### src/rtl/piso_serializer_pkg.sv
// Shared types and helpers for the parallel-in/serial-out serializer.
package piso_serializer_pkg;

  typedef enum logic {
    ST_IDLE  = 1'b0,
    ST_SHIFT = 1'b1
  } state_t;

  // Counter width that never collapses to zero bits (e.g. a count limit of 1).
  function automatic int clog2_min1(input int n);
    return ($clog2(n) < 1) ? 1 : $clog2(n);
  endfunction

endpackage

### src/rtl/piso_serializer_bit_tick_gen.sv
// Per-bit cycle counter: tick marks the final clock a serial bit is held.
module bit_tick_gen
  import piso_serializer_pkg::*;
#(
  parameter int BIT_CYCLES = 1
) (
  input  logic clk,
  input  logic rst,
  input  logic en,
  input  logic clr,
  output logic tick
);

  localparam int CW = clog2_min1(BIT_CYCLES);
  localparam logic [CW-1:0] TERM = CW'(BIT_CYCLES - 1);

  logic [CW-1:0] cyc;

  // With BIT_CYCLES=1 the counter sits at 0 and tick stays high.
  assign tick = (cyc == TERM);

  always_ff @(posedge clk) begin
    if (rst || clr) begin
      cyc <= '0;
    end else if (en) begin
      cyc <= tick ? '0 : cyc + 1'b1;
    end
  end

endmodule

### src/rtl/piso_serializer.sv
// Parallel-in/serial-out stage feeding a SISO chain.
// Handshake: a word transfers on a rising edge where din_valid & din_ready; din_ready never looks at din_valid.
module piso_serializer
  import piso_serializer_pkg::*;
#(
  parameter int   WIDTH      = 8,
  parameter int   BIT_CYCLES = 1,
  parameter bit   MSB_FIRST  = 1'b1,
  parameter logic IDLE_LEVEL = 1'b0
) (
  input  logic             clk,
  input  logic             rst,
  input  logic [WIDTH-1:0] din,
  input  logic             din_valid,
  output logic             din_ready,
  output logic             sout,
  output logic             sout_valid,
  output logic             sof,
  output logic             eof,
  output logic             busy
);

  localparam int IW = clog2_min1(WIDTH);
  localparam logic [IW-1:0] LAST_IDX = IW'(WIDTH - 1);
  localparam logic [IW-1:0] PEN_IDX  = IW'(WIDTH - 2);

  state_t           state;
  logic [WIDTH-1:0] sreg;
  logic [WIDTH-1:0] sreg_shifted;
  logic [IW-1:0]    bit_idx;
  logic             tick;
  logic             last;
  logic             load;

  function automatic logic out_bit(input logic [WIDTH-1:0] w);
    return MSB_FIRST ? w[WIDTH-1] : w[0];
  endfunction

  always_comb begin
    sreg_shifted = '0;
    if (MSB_FIRST) begin
      sreg_shifted = {sreg[WIDTH-2:0], 1'b0};
    end else begin
      sreg_shifted = {1'b0, sreg[WIDTH-1:1]};
    end
  end

  assign busy      = (state == ST_SHIFT);
  assign last      = busy & tick & (bit_idx == LAST_IDX);
  assign din_ready = ~rst & ((state == ST_IDLE) | last);
  assign load      = din_ready & din_valid;

  bit_tick_gen #(
    .BIT_CYCLES(BIT_CYCLES)
  ) u_tick (
    .clk (clk),
    .rst (rst),
    .en  (busy),
    .clr (load),
    .tick(tick)
  );

  // The register always holds the bit currently on sout at its output end.
  always_ff @(posedge clk) begin
    if (rst) begin
      state      <= ST_IDLE;
      sreg       <= '0;
      bit_idx    <= '0;
      sout       <= IDLE_LEVEL;
      sout_valid <= 1'b0;
      sof        <= 1'b0;
      eof        <= 1'b0;
    end else if (load) begin
      state      <= ST_SHIFT;
      sreg       <= din;
      bit_idx    <= '0;
      sout       <= out_bit(din);
      sout_valid <= 1'b1;
      sof        <= 1'b1;
      eof        <= 1'b0;
    end else if (last) begin
      state      <= ST_IDLE;
      sreg       <= '0;
      bit_idx    <= '0;
      sout       <= IDLE_LEVEL;
      sout_valid <= 1'b0;
      sof        <= 1'b0;
      eof        <= 1'b0;
    end else if (busy && tick) begin
      sreg    <= sreg_shifted;
      bit_idx <= bit_idx + 1'b1;
      sout    <= out_bit(sreg_shifted);
      sof     <= 1'b0;
      eof     <= (bit_idx == PEN_IDX);
    end
  end

endmodule

### config.mk
export PLATFORM = sky130hd
export DESIGN_NAME = piso_serializer
export DESIGN_NICKNAME = d
export VERILOG_FILES = /design/src/rtl/piso_serializer_pkg.sv /design/src/rtl/piso_serializer_bit_tick_gen.sv /design/src/rtl/piso_serializer.sv
export SDC_FILE = /design/constraint.sdc
export NUM_CORES = 1
export LEC_CHECK = 0
export ABC_AREA = 1
export BUFFER_PORTS_ARGS = -buffer_cell sky130_fd_sc_hd__buf_2
export CAP_MARGIN = 15
export CORE_ASPECT_RATIO = 1.2
export CORE_MARGIN = 5
export CORE_UTILIZATION = 25
export CTS_BUF_LIST = sky130_fd_sc_hd__clkbuf_4
export DETAILED_ROUTE_END_ITERATION = 12
export PLACE_DENSITY = 0.49
export SETUP_SLACK_MARGIN = 0.15
export SLEW_MARGIN = 5
export SYNTH_ARGS = -nofsm -noshare
export SYNTH_HDL_FRONTEND = slang
export SYNTH_SLANG_ARGS = --single-unit
### constraint.sdc
create_clock -name clk -period 1.5 [get_ports clk]
set_input_delay 0.075 -clock clk [delete_from_list [all_inputs] [get_ports clk]]
set_output_delay 0.075 -clock clk [all_outputs]
set_load 0.02 [all_outputs]
==> reports/results.tsv, run 1 <==
metric	value	unit
largest net degree at the start of global routing	12	
Switch Pwr	0.000221	W
Wirelength per Cell	10.5	um
gp weighted congestion	0.744	
Vias	675	
syn_area_per_cell	7.15	sq um
TritonCTS clock tree	done	
clock sink count	14	
hold-fix buffers at CTS	0	
Crit path arrival time	1.62	ns
FP Rows	21	
Nets	137	
via/cell ratio	4.35	
vias in the first global route	653	
critical path's most frequent cell	ha_4	
Period minus WS final	1.42	ns
DP Area	802	sq um
clock latency on the worst-skew pair	0.28	ns
H-tree levels	1	
HP Class	in2reg	
peak supply drop	0.461	mV
Pre-Repair DR Iteration Count	4	
achievable frequency	702	MHz
Port-buffer cells	16	
part of the power in registers	0.524	
PD cells	817	nW/um^2
CP required	1.70	ns
Post-synth ARST share	0	
diode count	0	
first-pass GRT wire length	2.82	mm
Post-Syn Nets	111	
XOR/XNOR Fraction of Synth Area	0	
Synth Instances	97	
logic gate share of total power	0.204	
RSZ-0062 raised after global routing	yes	
Synth Area in Simple Gates	0.395	
die width	58.1	um
CP delay by family, top	flip-flops	
drt first-iter violations	12	
clk buf depth	2	
crit-path max FO	5	
mux cell area share after synthesis	0	
Setup CP Type	reg2reg	
Root Buffer	clkbuf_4	
max cap viols	0	
initial antenna violation count	0	
post-layout instance area	943	sq um
Slew HR	0.751	
Int Pwr	0.000550	W
fin crit share	0.950	
synthesis-stage register bit count	14	
Synth Area in Adders	0.0542	
Synth cell types	16	
Switching Fraction	0.287	
synth warn	0	
sequential cell area	283	sq um
synthesized cell area	693	sq um
Multi-input gate area	384	sq um
Synth-to-Final Area Change	36.1	%
Layout Skew	0.00104	ns
most frequent cells in the layout	nand2_1, nor2_1, buf_2	
most common cell after layout, fill and taps aside	nand2_1	
WL final	1.63	mm
Tot GR Track Use	0.0950	
fillcell total	317	
Core Box Area	2730	sq um
post-DP HPWL	1.11	mm
status	finished clean	
Post-synth EDFFs	0	
Final Hold Viols	0	
max-slew violations	0	
DIE HEIGHT	67.7	um
Slew @ Worst Pin	0.372	ns
Reg clk slew, reported paths	0.08	ns
ys flop type	dfxtp_1	
layout cells sized above 1	0.339	
WHS	0.0611	ns
Post-DRT Antenna Nets	0	
crit end category	register	
Crit path largest cell delay	0.34	ns
Lkg Pwr	0.418	nW
total CTS buffers	3	
TNS Setup	0	ns
WP buf/inv	2	
compound-cell area share of the yosys netlist	0.0542	
# DRC	0	
total die area	3930	sq um
Crit-path slowest cell	dfxtp_2	
Seq/Total Area, Yosys	0.404	
worst-path cell chain	ha_4 -> ha_4 -> inv_4 -> nand2_4 -> buf_12 -> nand3_4 -> o211ai_1 -> a21oi_1	
Clk network pwr share	0.272	
total grt overflow	0	
largest family of logic cells by synthesized area	simple AND/OR/NAND/NOR gates	
Initial Util	0.254	
Setup Viol. Count Final	0	
I/O pin count	17	
Critical Path Source Type	register	
-- Yosys cell counts, types with 2 or more instances --
master	n	share of area
nand3_1	4	0.029
nand4_1	7	0.063
nor2_1	21	0.11
dfxtp_1	14	0.40
inv_2	3	0.016
inv_1	9	0.049
nand2_1	21	0.11
nand2_4	2	0.032
a21oi_1	6	0.043
buf_4	2	0.022
ha_1	3	0.054
-- layout make-up --
class | instances | area share
Clock buffer | 3 | 0.0239
Inverter | 12 | 0.0557
Multi-Input combinational cell | 68 | 0.407
Sequential cell | 14 | 0.300
Tap cell | 34 | 0.0451
Timing Repair Buffer | 24 | 0.168
-- through the flow --
step                setup slack (ns)  utilization  total power (W)  cells
detailed placement            0.0738        0.293         0.000541    144
CTS                           0.0876        0.342         0.000782    154
floorplan                      0.178            -         0.000503     97
finish                        0.0754        0.345         0.000771    155
global route                 -0.0582        0.345         0.000830    155
global placement               0.123        0.293         0.000541    144
-- cell families after synthesis --
group / Yosys count
compound gates: 7
flops: 14
buf+inv: 15
simple gates: 58
fa+ha+maj: 3
-- state kept, by name, indices dropped and copies added (netlist names) --
register / flops
sout: 1
eof: 1
sof: 1
sreg: 7
busy: 1
bit_idx: 3
-- worst paths after layout --
path | startpoint | end | slack (ns) | cells after the start
setup / recovery | bit_idx[1] | bit_idx[1] | 0.08 | 8
hold / removal | din[0] | sreg[0] | 0.06 | 3
setup reg to reg | bit_idx[1] | bit_idx[1] | 0.08 | 8
hold reg to reg | sof | sof | 0.47 | 2
-- routing by layer --
layer | global-route usage | vias up | routed length (um)
met3 | 0.0440 | 2 | 114
met4 | 0.0261 | 0 | 13
li1 | - | 357 | -
met1 | 0.115 | 296 | 745
met5 | 0 | - | 0
met2 | 0.151 | 20 | 759
-- power groups by stage --
stage | Combinational [W] | Sequential, W | Clock, W
detailed placement | 0.000129 | 0.000412 | 0
finish | 0.000157 | 0.000404 | 0.000210
CTS | 0.000155 | 0.000405 | 0.000222
global placement | 0.000129 | 0.000413 | 0
global route | 0.000178 | 0.000408 | 0.000244
floorplan | 0.0000856 | 0.000418 | 0
-- timing repair --
action,in CTS,in global routing
buffers inserted,7,1
endpoints found under the setup margin,13,13
pin swaps,0,4
resized for setup,13,2
-- worst register-to-register path: stages (launching register included) --
cell	delay [ns]
dfxtp_2	0.34
ha_4	0.16
ha_4	0.16
inv_4	0.05
nand2_4	0.07
buf_12	0.14
nand3_4	0.08
o211ai_1	0.18
a21oi_1	0.18
No activity file was read; power rests on OpenSTA's default activity.
==> inputs of run 2 (changes only) <==
- SYNTH_HIERARCHICAL: default -> 1
==> reports/results.tsv, run 2 <==
metric	value	unit	change
status	finished clean		
most frequent cells in the layout	nand2_1, buf_2, a21oi_1, dfxtp_1, nand3_1		
Synth area leader	dfxtp_1		
synth warn	6		+6
Synth Instances	102		+5.2%
Synth cell types	15		-1
vias in the first global route	752		+15%
drt first-iter violations	21		+9
synthesis-stage register bit count	14		unchanged
Layout Skew	0.00135	ns	+0.000301 ns
Root Buffer	clkbuf_4		
most frequent cell after synthesis	nand2_1		
top flop regs	sreg: 7 flops, bit_idx: 3 flops		
max reg flops	7		unchanged
FP Rows	21		unchanged
Reg clk slew, reported paths	0.08	ns	about the same
Lkg Pwr	0.459	nW	+9.8%
synth cell count leaders	nand2_1, a21oi_1, dfxtp_1		
largest net degree at the start of global routing	12		unchanged
most flop-heavy register	sreg		
H-tree levels	1		unchanged
WL final	1.87	mm	+14%
post-layout instance area	1030	sq um	+9.5%
fin util	0.368		+0.0224
diode count	0		unchanged
layout cells sized above 1	0.360		+0.0212
Vias	736		+9.0%
Post-synth EDFFs	0		unchanged
DIE HEIGHT	69.6	um	+2.9%
Port-buffer cells	16		unchanged
Initial Util	0.263		+0.00980
Critical Path Source Type	register		
fillcell total	301		-5.0%
# DRC	0		unchanged
Setup Viol. Count Final	0		unchanged
Core Box Area	2810	sq um	+2.9%
die width	59.7	um	+2.8%
Nets	141		+2.9%
crit end category	output pin		
Setup CP Type	reg2out		
DP Area	875	sq um	+9.0%
Crit path arrival time	1.33	ns	-0.29 ns
post-DP HPWL	1.28	mm	+15%
Post-DRT Antenna Nets	0		unchanged
first-pass GRT wire length	3.24	mm	+15%
Synth-to-Final Area Change	39.5	%	
most common cell after layout, fill and taps aside	nand2_1		
crit-path max FO	3		-2
Seq/Total Area, Yosys	0.378		-0.0260
via/cell ratio	4.63		+6.3%
post-synth top area share	0.378		-0.0260
gp weighted congestion	0.750		+0.82%
Pre-Repair DR Iteration Count	3		-1
HP Class	in2reg		
max cap viols	0		unchanged
TNS Setup	0	ns	unchanged
Period minus WS final	1.40	ns	-0.0211 ns
fin crit share	0.936		-0.0141
total die area	4160	sq um	+5.7%
clock latency on the worst-skew pair	0.27	ns	about the same
peak supply drop	0.352	mV	-24%
initial antenna violation count	0		unchanged
total CTS buffers	3		unchanged
hold-fix buffers at CTS	0		unchanged
TritonCTS clock tree	done		
Post-Syn Nets	116		+4.5%
Wirelength per Cell	11.7	um	+12%
Tot GR Track Use	0.100		+0.00513
syn_area_per_cell	7.26	sq um	+1.6%
CP required	1.42	ns	-0.28 ns
achievable frequency	713	MHz	+1.5%
clk buf depth	2		unchanged
I/O pin count	17		unchanged
RSZ-0062 raised after global routing	yes		
Final Hold Viols	0		unchanged
synthesized cell area	741	sq um	+6.9%
PD cells	748	nW/um^2	-8.5%
synth top area cells	dfxtp_1, nand2_1, a21oi_1		
ys flop type	dfxtp_1		
total grt overflow	0		unchanged
Post-synth ARST share	0		unchanged
max-slew violations	0		unchanged
clock sink count	14		unchanged
==> run 2: changes by cell type in the layout (fill, tap and decap cells not counted), moves of 4 or more <==
| cell | delta |
|---|---|
| nand2_1 | +8 |
| nand3_4 | +4 |
| nor2_1 | -18 |
| a21oi_1 | +5 |
| nand3_1 | +6 |
==> run 2: per-stage QoR <==
stage / hold slack, ns / setup WS, ns / power (W) / cells
3_3_place_gp: 0.331 / 0.0571 / 0.000545 / 149
2_1_floorplan: 0.221 / 0.155 / 0.000512 / 102
3_5_place_dp: 0.337 / 0.0153 / 0.000546 / 149
5_1_grt: 0.0530 / 0.0198 / 0.000828 / 159
6_report: 0.0474 / 0.0965 / 0.000773 / 159
4_1_cts: 0.0371 / 0.0945 / 0.000774 / 157
==> run 2: where the power goes <==
part           internal (W)  switching, W
Sequential         0.000393     0.0000170
Combinational     0.0000633     0.0000954
Clock             0.0000928      0.000111
Total              0.000549      0.000223
==> run 2: final timing paths <==
check,start,to,slack (ns),cells after the start
worst max register to register,bit_idx[0],sreg[6],0.14,8
worst min-delay path,din[0],sreg[0],0.05,3
worst max-delay path,bit_idx[0],din_ready,0.1,5
worst min register to register,eof,eof,0.47,2
==> run 2: worst max-delay path, cell delays in order, from the launching register on <==
cell	delay [ns]
dfxtp_2	0.36
ha_4	0.14
ha_4	0.13
nand3_4	0.12
a21oi_4	0.18
buf_6	0.13
==> run 2: routing by layer <==
layer | share of wire | vias up | track usage
li1 | - | 390 | -
met1 | 0.42 | 336 | 0.116
met2 | 0.53 | 8 | 0.168
met3 | 0.043 | 2 | 0.0242
met4 | 0.0086 | 0 | 0.0443
met5 | 0 | - | 0
==> run 2: layout make-up <==
class	instances	area (sq um)	area share
Clock buffer	3	22.5	0.0218
Timing Repair Buffer	24	146	0.142
Sequential cell	14	284	0.275
Inverter	11	41.3	0.0400
Tap cell	34	42.5	0.0412
Multi-Input combinational cell	73	497	0.481
==> run 2: kinds of logic (layout without fill, tap and decap cells) <==
group / Yosys count / in the layout / share of synthesized area
and+or+nand+nor: 53 / 55 / 0.338
buffers and inverters: 17 / 38 / 0.133
AOI/OAI and AO/OA: 14 / 14 / 0.0946
DFF: 14 / 14 / 0.378
adders and majority gates: 3 / 3 / 0.0507
other: 1 / 1 / 0.00506
==> run 2: what timing repair did <==
item | CTS | global route
endpoints found under the hold margin | 0 | 0
gates resized for setup | 4 | 11
buffers inserted | 3 | 2
pin swaps | 1 | 3
setup endpoints to repair | 14 | 14
cloned | 2 | 0
